File: config.mk
export PLATFORM = sky130hd
export DESIGN_NAME = hilo_unit_flat
export DESIGN_NICKNAME = d
export VERILOG_FILES = /design/src/rtl/hilo_if.sv /design/src/rtl/hilo_unit.sv /design/src/flat_wrapper.sv
export SDC_FILE = /design/constraint.sdc
export NUM_CORES = 1
export LEC_CHECK = 0
export ABC_AREA = 1
export ABC_CLOCK_PERIOD_IN_PS = 4300
export CORE_MARGIN = 1.5
export CORE_UTILIZATION = 43
export DETAILED_ROUTE_END_ITERATION = 8
export PLACE_DENSITY_LB_ADDON = 0.25
export SLEW_MARGIN = 5
export SYNTH_ARGS = -nofsm -noshare
export SYNTH_HDL_FRONTEND = slang
export SYNTH_SLANG_ARGS = --single-unit
File: constraint.sdc
create_clock -name clk -period 4.3 [get_ports clk]
set_clock_uncertainty 0.1 [all_clocks]
set_input_delay 1.075 -clock clk [delete_from_list [all_inputs] [get_ports clk]]
set_output_delay 1.075 -clock clk [all_outputs]
set_load 0.005 [all_outputs]
File: src/rtl/hilo_if.sv
// EX-stage HI/LO bus: multiplier handshake, move-to/from requests and architectural results.
interface hilo_if;
  logic        mul_issue;
  logic [63:0] prod_in;
  logic        prod_valid;
  logic [1:0]  rd_sel;
  logic [1:0]  wr_sel;
  logic [31:0] wr_data;
  logic        mul_start;
  logic        stall;
  logic [31:0] rd_data;
  logic [31:0] hi;
  logic [31:0] lo;
  logic        mul_err;

  modport master (
    output mul_issue, prod_in, prod_valid, rd_sel, wr_sel, wr_data,
    input  mul_start, stall, rd_data, hi, lo, mul_err
  );

  modport slave (
    input  mul_issue, prod_in, prod_valid, rd_sel, wr_sel, wr_data,
    output mul_start, stall, rd_data, hi, lo, mul_err
  );
endinterface

File: src/rtl/hilo_unit.sv
// HI/LO register file: captures multiplier products, services MFHI/MFLO/MTHI/MTLO,
// stalls requests while a multiply is in flight and aborts a multiply that never completes.
module hilo_unit #(
  parameter int unsigned TIMEOUT = 48
) (
  input  logic   clk,
  input  logic   rst_n,
  hilo_if.slave  bus
);
  localparam int unsigned CNT_W = 6;
  localparam int unsigned DW    = 32;

  typedef enum logic {IDLE, BUSY} state_t;

  state_t           r_state;
  logic [CNT_W-1:0] r_cnt;
  logic [DW-1:0]    r_hi;
  logic [DW-1:0]    r_lo;
  logic             r_err;

  logic             w_idle;
  logic             w_req;
  logic [DW-1:0]    w_rd;

  assign w_idle = (r_state == IDLE);
  assign w_req  = bus.mul_issue
                | (bus.rd_sel == 2'b01) | (bus.rd_sel == 2'b10)
                | (bus.wr_sel == 2'b01) | (bus.wr_sel == 2'b10);

  // State, counter and architectural registers.
  always_ff @(posedge clk or negedge rst_n) begin
    if (!rst_n) begin
      r_state <= IDLE;
      r_cnt   <= '0;
      r_hi    <= '0;
      r_lo    <= '0;
      r_err   <= 1'b0;
    end else begin
      case (r_state)
        IDLE: begin
          if (bus.wr_sel == 2'b01) r_hi <= bus.wr_data;
          if (bus.wr_sel == 2'b10) r_lo <= bus.wr_data;
          if (bus.mul_issue) begin
            r_cnt   <= '0;
            r_state <= BUSY;
          end
        end
        BUSY: begin
          if (bus.prod_valid) begin
            r_hi    <= bus.prod_in[63:32];
            r_lo    <= bus.prod_in[31:0];
            r_state <= IDLE;
          end else if (r_cnt == CNT_W'(TIMEOUT - 1)) begin
            r_err   <= 1'b1;
            r_state <= IDLE;
          end else begin
            r_cnt <= r_cnt + CNT_W'(1);
          end
        end
        default: r_state <= IDLE;
      endcase
    end
  end

  // Read mux; reads only return data when no multiply is pending.
  always_comb begin
    w_rd = '0;
    if (w_idle && rst_n) begin
      if (bus.rd_sel == 2'b01) w_rd = r_hi;
      if (bus.rd_sel == 2'b10) w_rd = r_lo;
    end
  end

  // Reset gating keeps the combinational outputs low while reset is held.
  assign bus.mul_start = rst_n & w_idle & bus.mul_issue;
  assign bus.stall     = rst_n & ~w_idle & w_req;
  assign bus.rd_data   = w_rd;
  assign bus.hi        = r_hi;
  assign bus.lo        = r_lo;
  assign bus.mul_err   = r_err;
endmodule
File: src/flat_wrapper.sv
// flat-port wrapper written by rule: the top's interface ports become plain ports
module hilo_unit_flat 
#(
  parameter int unsigned TIMEOUT = 48
)
  (clk, rst_n, bus_mul_issue, bus_prod_in, bus_prod_valid, bus_rd_sel, bus_wr_sel, bus_wr_data, bus_mul_start, bus_stall, bus_rd_data, bus_hi, bus_lo, bus_mul_err);
  hilo_if bus_i ();
  input  logic clk;
  input  logic rst_n;
  input wire logic [$bits(bus_i.mul_issue)-1:0] bus_mul_issue;
  input wire logic [$bits(bus_i.prod_in)-1:0] bus_prod_in;
  input wire logic [$bits(bus_i.prod_valid)-1:0] bus_prod_valid;
  input wire logic [$bits(bus_i.rd_sel)-1:0] bus_rd_sel;
  input wire logic [$bits(bus_i.wr_sel)-1:0] bus_wr_sel;
  input wire logic [$bits(bus_i.wr_data)-1:0] bus_wr_data;
  output wire logic [$bits(bus_i.mul_start)-1:0] bus_mul_start;
  output wire logic [$bits(bus_i.stall)-1:0] bus_stall;
  output wire logic [$bits(bus_i.rd_data)-1:0] bus_rd_data;
  output wire logic [$bits(bus_i.hi)-1:0] bus_hi;
  output wire logic [$bits(bus_i.lo)-1:0] bus_lo;
  output wire logic [$bits(bus_i.mul_err)-1:0] bus_mul_err;
  assign bus_i.mul_issue = bus_mul_issue;
  assign bus_i.prod_in = bus_prod_in;
  assign bus_i.prod_valid = bus_prod_valid;
  assign bus_i.rd_sel = bus_rd_sel;
  assign bus_i.wr_sel = bus_wr_sel;
  assign bus_i.wr_data = bus_wr_data;
  assign bus_mul_start = bus_i.mul_start;
  assign bus_stall = bus_i.stall;
  assign bus_rd_data = bus_i.rd_data;
  assign bus_hi = bus_i.hi;
  assign bus_lo = bus_i.lo;
  assign bus_mul_err = bus_i.mul_err;
  hilo_unit #(.TIMEOUT(TIMEOUT)) u_core (.clk(clk), .rst_n(rst_n), .bus(bus_i));
endmodule
==> results, run 1 <==
- The final layout contains routed wiring with a total length of 12.50 mm.
- Of the cells placed in the final design, the portion with a size suffix greater than 1 is 4.860%.
- Once detail routing completed, the nets flagged for antenna violations numbered 0.
- The area growth from synthesis to layout is 58.12%.
- Measured along the x axis, the die boundary spans 96.71 µm.
- The final route contains 4,165 vias.
- The largest driver fanout on the critical path is 18.
- The CTS root buffer is sky130_fd_sc_hd__clkbuf_8.
- The analysis attributes to net switching a power of 0.0008017 W.
- Cell internal power was estimated by the tool at 0.001690 W.
- The number of clock sinks is 72.
- The cell family contributing the most delay on the critical path is buffers and inverters.
- The type of the most critical hold path is flop to flop.
- The leading cell type in the layout, fill and taps excluded is sky130_fd_sc_hd__clkdlybuf4s50_1.
- The total nets after synthesis is 596.
- The row count is 34.
- Of the total power, the share spent switching nets is 32.18%.
- The count of buffers from port buffering is 202.
- Max-cap violations in this run came to 0.
- The number of antenna diodes in the final layout is 0.
- Registers are responsible for 41.1% of the overall power.
- The total standard cell area after synthesis is 3776 µm².
- In the synthesized netlist the dominant register cell turns out to be sky130_fd_sc_hd__dfrtp_1.
- For the worst setup path, the data arrival time is 2.74 ns.
- The final critical path takes up 91.02% of the cycle.
- The area of the core is 8593 µm².
- The initial core utilization is 43.94%.
- The clock period could shrink to 3.914 ns.
- The total number of nets in the final design is 781.
- The residual overflow from global routing is 0.
- The register clock-pin slew on the reported worst setup and hold paths is 0.08 ns.
- The number of buffers between clock root and the deepest sink is 2.
- The stage delay of the slowest cell on the critical path is 0.53 ns.
- The clock insertion delay at the later pin of the skew report is 0.33 ns.
- The average cell area after synthesis is 7.691 µm².
- The part of the power in the clock network is 19.8%.
- The number of DRC violations after detailed-routing iteration 0 is 222.
- Entering global routing, the biggest net connects 73 pins.
- By area the synthesized netlist is led by sky130_fd_sc_hd__dfrtp_1 (48%), sky130_fd_sc_hd__nand2_1 (15%), sky130_fd_sc_hd__a31oi_1 (11%), sky130_fd_sc_hd__nor2_1 (7.2%), sky130_fd_sc_hd__nand3_1 (4.6%).
- The iteration count of the initial detailed-routing pass is 5.
- The global-route wire length before repair is 19.69 mm.
- The maximum level of the CTS H-tree is 3.
- At the end of routability-driven placement, the weighted congestion stood at 0.8565.
- The power per cell area is 417.3 nW/µm².
- Synthesis produced 491 cells.
- Summed over all cells, the static leakage comes to 2.419 nW.
- The worst setup path is launched from a primary input.
- The setup total negative slack is 0 ns.
- In this run the post-CTS setup repair buffer count came out at 0.
- Counting flops with a built-in enable in the synthesized netlist gives 0.
- Across every metal layer, demand over resource in global routing totals 26.13%.
- The type of the worst setup path is primary input to output port.
- The netlist uses 22 different library cells.
- The number of global-route vias before repair is 3,821.
- The share of the Yosys chip area taken by registers is 47.71%.
- The count of final max-slew check failures is 0.
- The CTS buffer count is 9.
- The post-route worst hold slack is 0.3803 ns.
- Setup violations remaining at the end of the flow were counted as 0.
- The number of hold violations in the final report was 0.
- Leaving out fill and tap cells, the most frequent cells in the layout are sky130_fd_sc_hd__clkdlybuf4s50_1 (201), sky130_fd_sc_hd__nand2_1 (148), sky130_fd_sc_hd__nor2_1 (72).
- The critical path goes through clkdlybuf4s50_1, nor2_2, buf_4, nand2_1, a21oi_1, clkdlybuf4s50_1.
- The total of flip-flops plus latches after synthesis is 72.
- The TritonCTS clock tree is built.
- The die is 96.71 µm tall.
- The number of hold buffers added after CTS is 0.
- The flow ran to the end, and the final reports show no timing, DRC or antenna violations.
- For this run, asynchronously set or reset flops after synthesis account for 100.0%.
- After detailed placement, the total cell area comes to 5802 µm².
- The post-CTS resize count is 0.
- Detailed placement ended at an HPWL of 8.639 mm.
- The required time of the critical path is 3.12 ns.
- The sort of element at the end of the critical path is an output port.
- The via density per instance is 5.292.
- The cell that appears most often on the critical path is sky130_fd_sc_hd__clkdlybuf4s50_1.
- The area of all placed cells without fillers is 5971 µm².
- The floorplan step defined a die boundary enclosing 9353 µm².
- The number of antenna violations at the first check in global routing is 0.
- The fmax is 255.5 MHz.
- The biggest area contributor in the post-synthesis netlist is sky130_fd_sc_hd__dfrtp_1.
- For the pin with the worst max-slew slack, the measured transition is 0.9231 ns.
- The setup slack on the worst flop-to-flop path is 2.05 ns.
- The largest individual stage delay along the critical path comes from the cell sky130_fd_sc_hd__clkdlybuf4s50_1.
- The top cell type by area accounts for 47.71% of the synthesized area.
- Setup repair after global routing left no endpoint under its margin.
- The number of warnings reported in the yosys synthesis log is 0.
- The post-route DRC violation count is 0.
- The maximum vdd drop is 0.0002083 V.
- Together, buffers and inverters on the worst path number 3.
- The remaining max-slew budget at the tightest pin is 38.46%.
- The share of power burned in combinational logic is 39.1%.
- The final routed wire length divided by cell count is 15.88 µm.
- Pin placement for this block handled 203 I/O pins.
==> state kept, by name, summed over array words and instances (netlist names) <==
| register | cells |
|---|---|
| u_core.bus.hi | 32 |
| u_core.bus.lo | 32 |
| u_core.r_cnt | 6 |
| u_core.bus.mul_err | 1 |
| u_core.r_state | 1 |
==> per-stage QoR <==
| step | total power, W | std cells | utilization, % | worst slack (ns) |
|---|---|---|---|---|
| 2_1_floorplan | 0.001404 | 491 | - | 1.340 |
| 3_3_place_gp | 0.001986 | 773 | 67.52 | 0.4006 |
| 3_5_place_dp | 0.002012 | 773 | 67.52 | 0.3812 |
| 4_1_cts | 0.002509 | 787 | 69.48 | 0.3775 |
| 5_1_grt | 0.002645 | 787 | 69.48 | 0.3057 |
| 6_report | 0.002492 | 787 | 69.48 | 0.3860 |
==> worst paths after layout <==
path,start,endpoint,cells after the start
setup / recovery,bus_rd_sel[1],bus_rd_data[19],6
hold / removal,u_core.bus.mul_err,u_core.bus.mul_err,1
setup reg to reg,u_core.r_state,u_core.bus.hi[9],4
hold reg to reg,u_core.bus.mul_err,u_core.bus.mul_err,1
max in group asynchronous,rst_n,u_core.r_state,2
min in group asynchronous,rst_n,u_core.r_cnt[3],2
==> cells in the mapped netlist, types with 2 or more instances <==
cell,n
sky130_fd_sc_hd__nand2_1,148
sky130_fd_sc_hd__dfrtp_1,72
sky130_fd_sc_hd__nor2_1,72
sky130_fd_sc_hd__a31oi_1,65
sky130_fd_sc_hd__nand3_1,35
sky130_fd_sc_hd__a21oi_1,32
sky130_fd_sc_hd__buf_2,19
sky130_fd_sc_hd__clkbuf_1,9
sky130_fd_sc_hd__inv_1,9
sky130_fd_sc_hd__buf_6,7
sky130_fd_sc_hd__o21ai_1,5
sky130_fd_sc_hd__nand2_2,3
sky130_fd_sc_hd__nor2_2,3
sky130_fd_sc_hd__inv_2,2
sky130_fd_sc_hd__nand2_4,2
sky130_fd_sc_hd__nor2_4,2
==> per-layer routing <==
metal	vias to the layer above	global-route usage (%)	wire, µm
li1	2017	-	-
met1	1923	33.74	5086
met2	203	44.49	6173
met3	22	4.624	1010
met4	0	8.584	228
met5	-	0	0
==> worst register-to-register path, stage by stage, from the launching register on <==
cell                      delay [ns]
sky130_fd_sc_hd__dfrtp_2        0.38
sky130_fd_sc_hd__buf_4          0.60
sky130_fd_sc_hd__nand2_2        0.20
sky130_fd_sc_hd__nand2_4        0.56
sky130_fd_sc_hd__a31oi_1        0.23
==> final cells by class <==
class | instances | area (µm²)
fill | 695 | 2623
timing repair buffer | 210 | 2105
sequential | 72 | 1803
multi-input combinational | 371 | 1712
clock buffer | 13 | 138.9
tap | 108 | 135.1
inverter | 12 | 47.55
clock inverter | 1 | 30.03
==> power groups by stage <==
| stage | sequential, W | combinational, W | clock, W |
|---|---|---|---|
| 2_1_floorplan | 0.00102 | 0.000386 | 0 |
| 3_3_place_gp | 0.00103 | 0.000961 | 0 |
| 3_5_place_dp | 0.00103 | 0.000979 | 0 |
| 4_1_cts | 0.00102 | 0.000981 | 0.000506 |
| 5_1_grt | 0.00105 | 0.00106 | 0.000540 |
| 6_report | 0.00102 | 0.000974 | 0.000493 |
==> cell families after synthesis <==
group,count (synthesis),synth area share (%)
fa+ha+maj,1,0.3313
simple gates,265,28.69
buf+inv,48,6.958
flops,72,47.71
xor+xnor,1,0.2320
compound gates,104,16.07
(Power assumes the default switching activity.)
==> run 2: changes to the inputs <==
==> constraint.sdc (replaced) <==
create_clock -name clk -period 4.3 [get_ports clk]
set_clock_uncertainty 0.1 [all_clocks]
set_input_delay 1.075 -clock clk [delete_from_list [all_inputs] [get_ports clk]]
set_output_delay 1.075 -clock clk [all_outputs]
set_load 0.01 [all_outputs]
==> results, run 2 (synthesized netlist as in run 1, its figures left out) <==
- The number of buffers inserted to repair setup after CTS is 0 (unchanged).
- The post-CTS resize count is 0 (unchanged).
- TritonCTS built the clock tree.
- The remaining max-slew budget at the tightest pin is 39.62% (+1.2 points).
- The largest driver fanout on the critical path is 21 (+3).
- The count of final max-slew check failures was 0 (unchanged).
- The count of buffers from port buffering is 202 (unchanged).
- The combined area of the multi-input logic cells is 1712 µm² (unchanged).
- Setup repair after global routing left no endpoint under its margin.
- The number of clock sinks is 72 (unchanged).
- STA classifies the critical path startpoint as a primary input.
- The area taken by flip-flops and latches was 1803 µm² (unchanged).
- The actual slew at the worst max-slew pin is 0.9057 ns (-0.01735 ns).
- The row count is 34 (unchanged).
- The area of the core is 8593 µm² (unchanged).
- The required time of the critical path is 3.12 ns (about the same).
- The path class of the tightest hold or removal check is flop to flop.
- The count of placed standard cells in the final layout, fillers left out is 789 (+0.25%).
- The number of DRC violations after detailed-routing iteration 0 came to 310 (+40%).
- The maximum vdd drop was 0.0002439 V (+17%).
- The initial core utilization is 43.94% (unchanged).
- The share of the cycle needed by the critical path after routing is 91.36% (+0.34 points).
- Signal routing reaches up to met4.
- The final wirelength is 12.52 mm (+0.13%).
- The post-placement worst setup slack is 0.3941 ns (+0.01290 ns).
- The number of hold violations in the final report is 0 (unchanged).
- The largest net degree at the start of global routing was 73 (unchanged).
- The final routed wire length divided by cell count was 15.86 µm (-0.13%).
- The run finished with clean final reports.
- The fmax is 254.5 MHz (-0.37%).
- The met3 wire length is 789 µm (-22%).
- The share of total power consumed by net switching was 35.24% (+3.1 points).
- The number of vias after detailed routing is 4,149 (-0.38%).
- The leading cell type in the layout, fill and taps excluded is sky130_fd_sc_hd__clkdlybuf4s50_1.
- The number of nets with antenna violations after detailed routing is 0 (unchanged).
- The maximum level of the CTS H-tree came to 3 (unchanged).
- The post-route DRC violation count came to 0 (unchanged).
- The number of fill cells was 746 (+7.3%).
- The arrival time of data at the critical path endpoint was 2.75 ns (about the same).
- The placer's final routability congestion estimate is 0.8389 (-2.1%).
- The register clock-pin slew on the reported worst setup and hold paths is 0.07 ns (about the same).
- The setup total negative slack was 0 ns (unchanged).
- The antenna diode count is 0 (unchanged).
- From synthesis to final layout, the design area changed by 57.22%.
- The number of antenna violations at the first check in global routing is 0 (unchanged).
- The cell leakage power was 2.415 nW (-0.14%).
- The number of hold buffers added after CTS is 0 (unchanged).
- The power per cell area is 423.4 nW/µm² (+1.5%).
- The number of global-route vias before repair was 3,997 (+4.6%).
- The time the worst path needs with I/O delays and setup came to 3.929 ns (+0.01453 ns).
- The sum of met2 wire segment lengths after detailed routing is 6.239 mm (+1.1%).
- The total number of nets in the final design is 782 (+0.13%).
- The CTS root buffer is sky130_fd_sc_hd__clkbuf_8.
- The via density per instance is 5.259 (-0.64%).
- The residual overflow from global routing is 0 (unchanged).
- The CTS buffer count is 9 (unchanged).
- The total power was 0.002514 W (+0.89%).
- The instance count along the most critical hold path is 1 (unchanged).
- The internal power component is 0.001628 W (-3.7%).
- The die area is 9353 µm² (unchanged).
- The number of ports placed on the die boundary came to 203 (unchanged).
- The fraction of final layout cells with drive strength greater than 1 is 5.580% (+0.72 points).
- The met1 wire length is 5.201 mm (+2.3%).
- The total of max-cap violations is 0 (unchanged).
- The net switching power figure is 0.0008858 W (+10%).
- The worst setup path is captured at an output port.
- The depth of the worst register-to-register path is 5 (+1).
- The share of power burned in combinational logic is 41.7% (+2.6 points).
- The iteration count of the initial detailed-routing pass is 5 (unchanged).
- The horizontal extent of the die came to 96.71 µm (unchanged).
- The global-route wire length before repair is 19.88 mm (+0.98%).
- The clock insertion delay at the later pin of the skew report is 0.33 ns (about the same).
- The number of buffers between clock root and the deepest sink is 2 (unchanged).
- The number of cells in the design after placement is 774 (+0.13%).
- The half-perimeter wire length after detailed placement was 8.755 mm (+1.3%).
- The setup slack after layout came to 0.3714 ns (-0.01453 ns).
- The share of total power in sequential cells is 40.9% (-0.2 points).
- The count of endpoints failing setup in the final report was 0 (unchanged).
- By startpoint and endpoint, the worst setup path is classified as primary input to output port.
- The y dimension of the die is 96.71 µm (unchanged).
- In the layout the commonest cells are sky130_fd_sc_hd__clkdlybuf4s50_1 (201), sky130_fd_sc_hd__nand2_1 (148), sky130_fd_sc_hd__nor2_1 (72).
- The global-route usage over all layers came to 26.42% (+0.30 points).
- The part of the power in the clock network is 17.5% (-2.3 points).
==> run 2: cell count changes in the layout (fill, tap and decap cells not counted) <==
cell / delta
sky130_fd_sc_hd__clkinv_2: +5
sky130_fd_sc_hd__buf_4: +3
sky130_fd_sc_hd__clkbuf_1: -3
sky130_fd_sc_hd__buf_12: -2
sky130_fd_sc_hd__bufinv_16: -1
==> run 2: worst paths after layout <==
path / startpoint / to / slack (ns)
worst min-delay path: u_core.bus.mul_err / u_core.bus.mul_err / 0.38
min in group asynchronous: rst_n / u_core.bus.mul_err / 0.88
max in group asynchronous: rst_n / u_core.r_state / 2.60
worst max-delay path: bus_rd_sel[1] / bus_rd_data[11] / 0.37
worst min register to register: u_core.bus.mul_err / u_core.bus.mul_err / 0.38
worst max register to register: u_core.r_state / u_core.bus.hi[6] / 2.06
==> run 2: cell type report <==
type,count,area share (%)
Inverter,12,0.8008
Clock buffer,10,2.150
Tap cell,108,2.276
Clock inverter,5,0.4215
Sequential cell,72,30.37
Multi-Input combinational cell,371,28.83
Timing Repair Buffer,211,35.15
==> run 2: per-stage QoR <==
stage | hold slack, ns | utilization (%) | cell area [µm²]
finish | 0.3843 | 69.09 | 5937
global route | 0.3946 | 69.09 | 5937
CTS | 0.3857 | 69.09 | 5937
detailed placement | 0.3684 | 67.31 | 5784
global placement | 0.3706 | 67.31 | 5784
floorplan | 0.3678 | - | 3776
==> run 2: power by group through the flow <==
stage | logic, W | registers (W) | clock network (W)
global route | 0.00113 | 0.00105 | 0.000481
finish | 0.00105 | 0.00103 | 0.000439
CTS | 0.00105 | 0.00103 | 0.000450
detailed placement | 0.00105 | 0.00104 | 0
floorplan | 0.000396 | 0.00109 | 0
global placement | 0.00103 | 0.00103 | 0
==> run 2: layer usage <==
layer	vias to the layer above	GRT usage (%)
li1	2018	-
met1	1928	34.09
met2	180	44.49
met3	23	4.191
met4	0	10.59
met5	-	0
==> run 2: critical path, cell delays in order <==
cell and delay [ns]:
sky130_fd_sc_hd__clkdlybuf4s50_1 0.53, sky130_fd_sc_hd__buf_4 0.29, sky130_fd_sc_hd__nand3_1 0.12, sky130_fd_sc_hd__a21oi_1 0.17, sky130_fd_sc_hd__clkdlybuf4s50_1 0.55
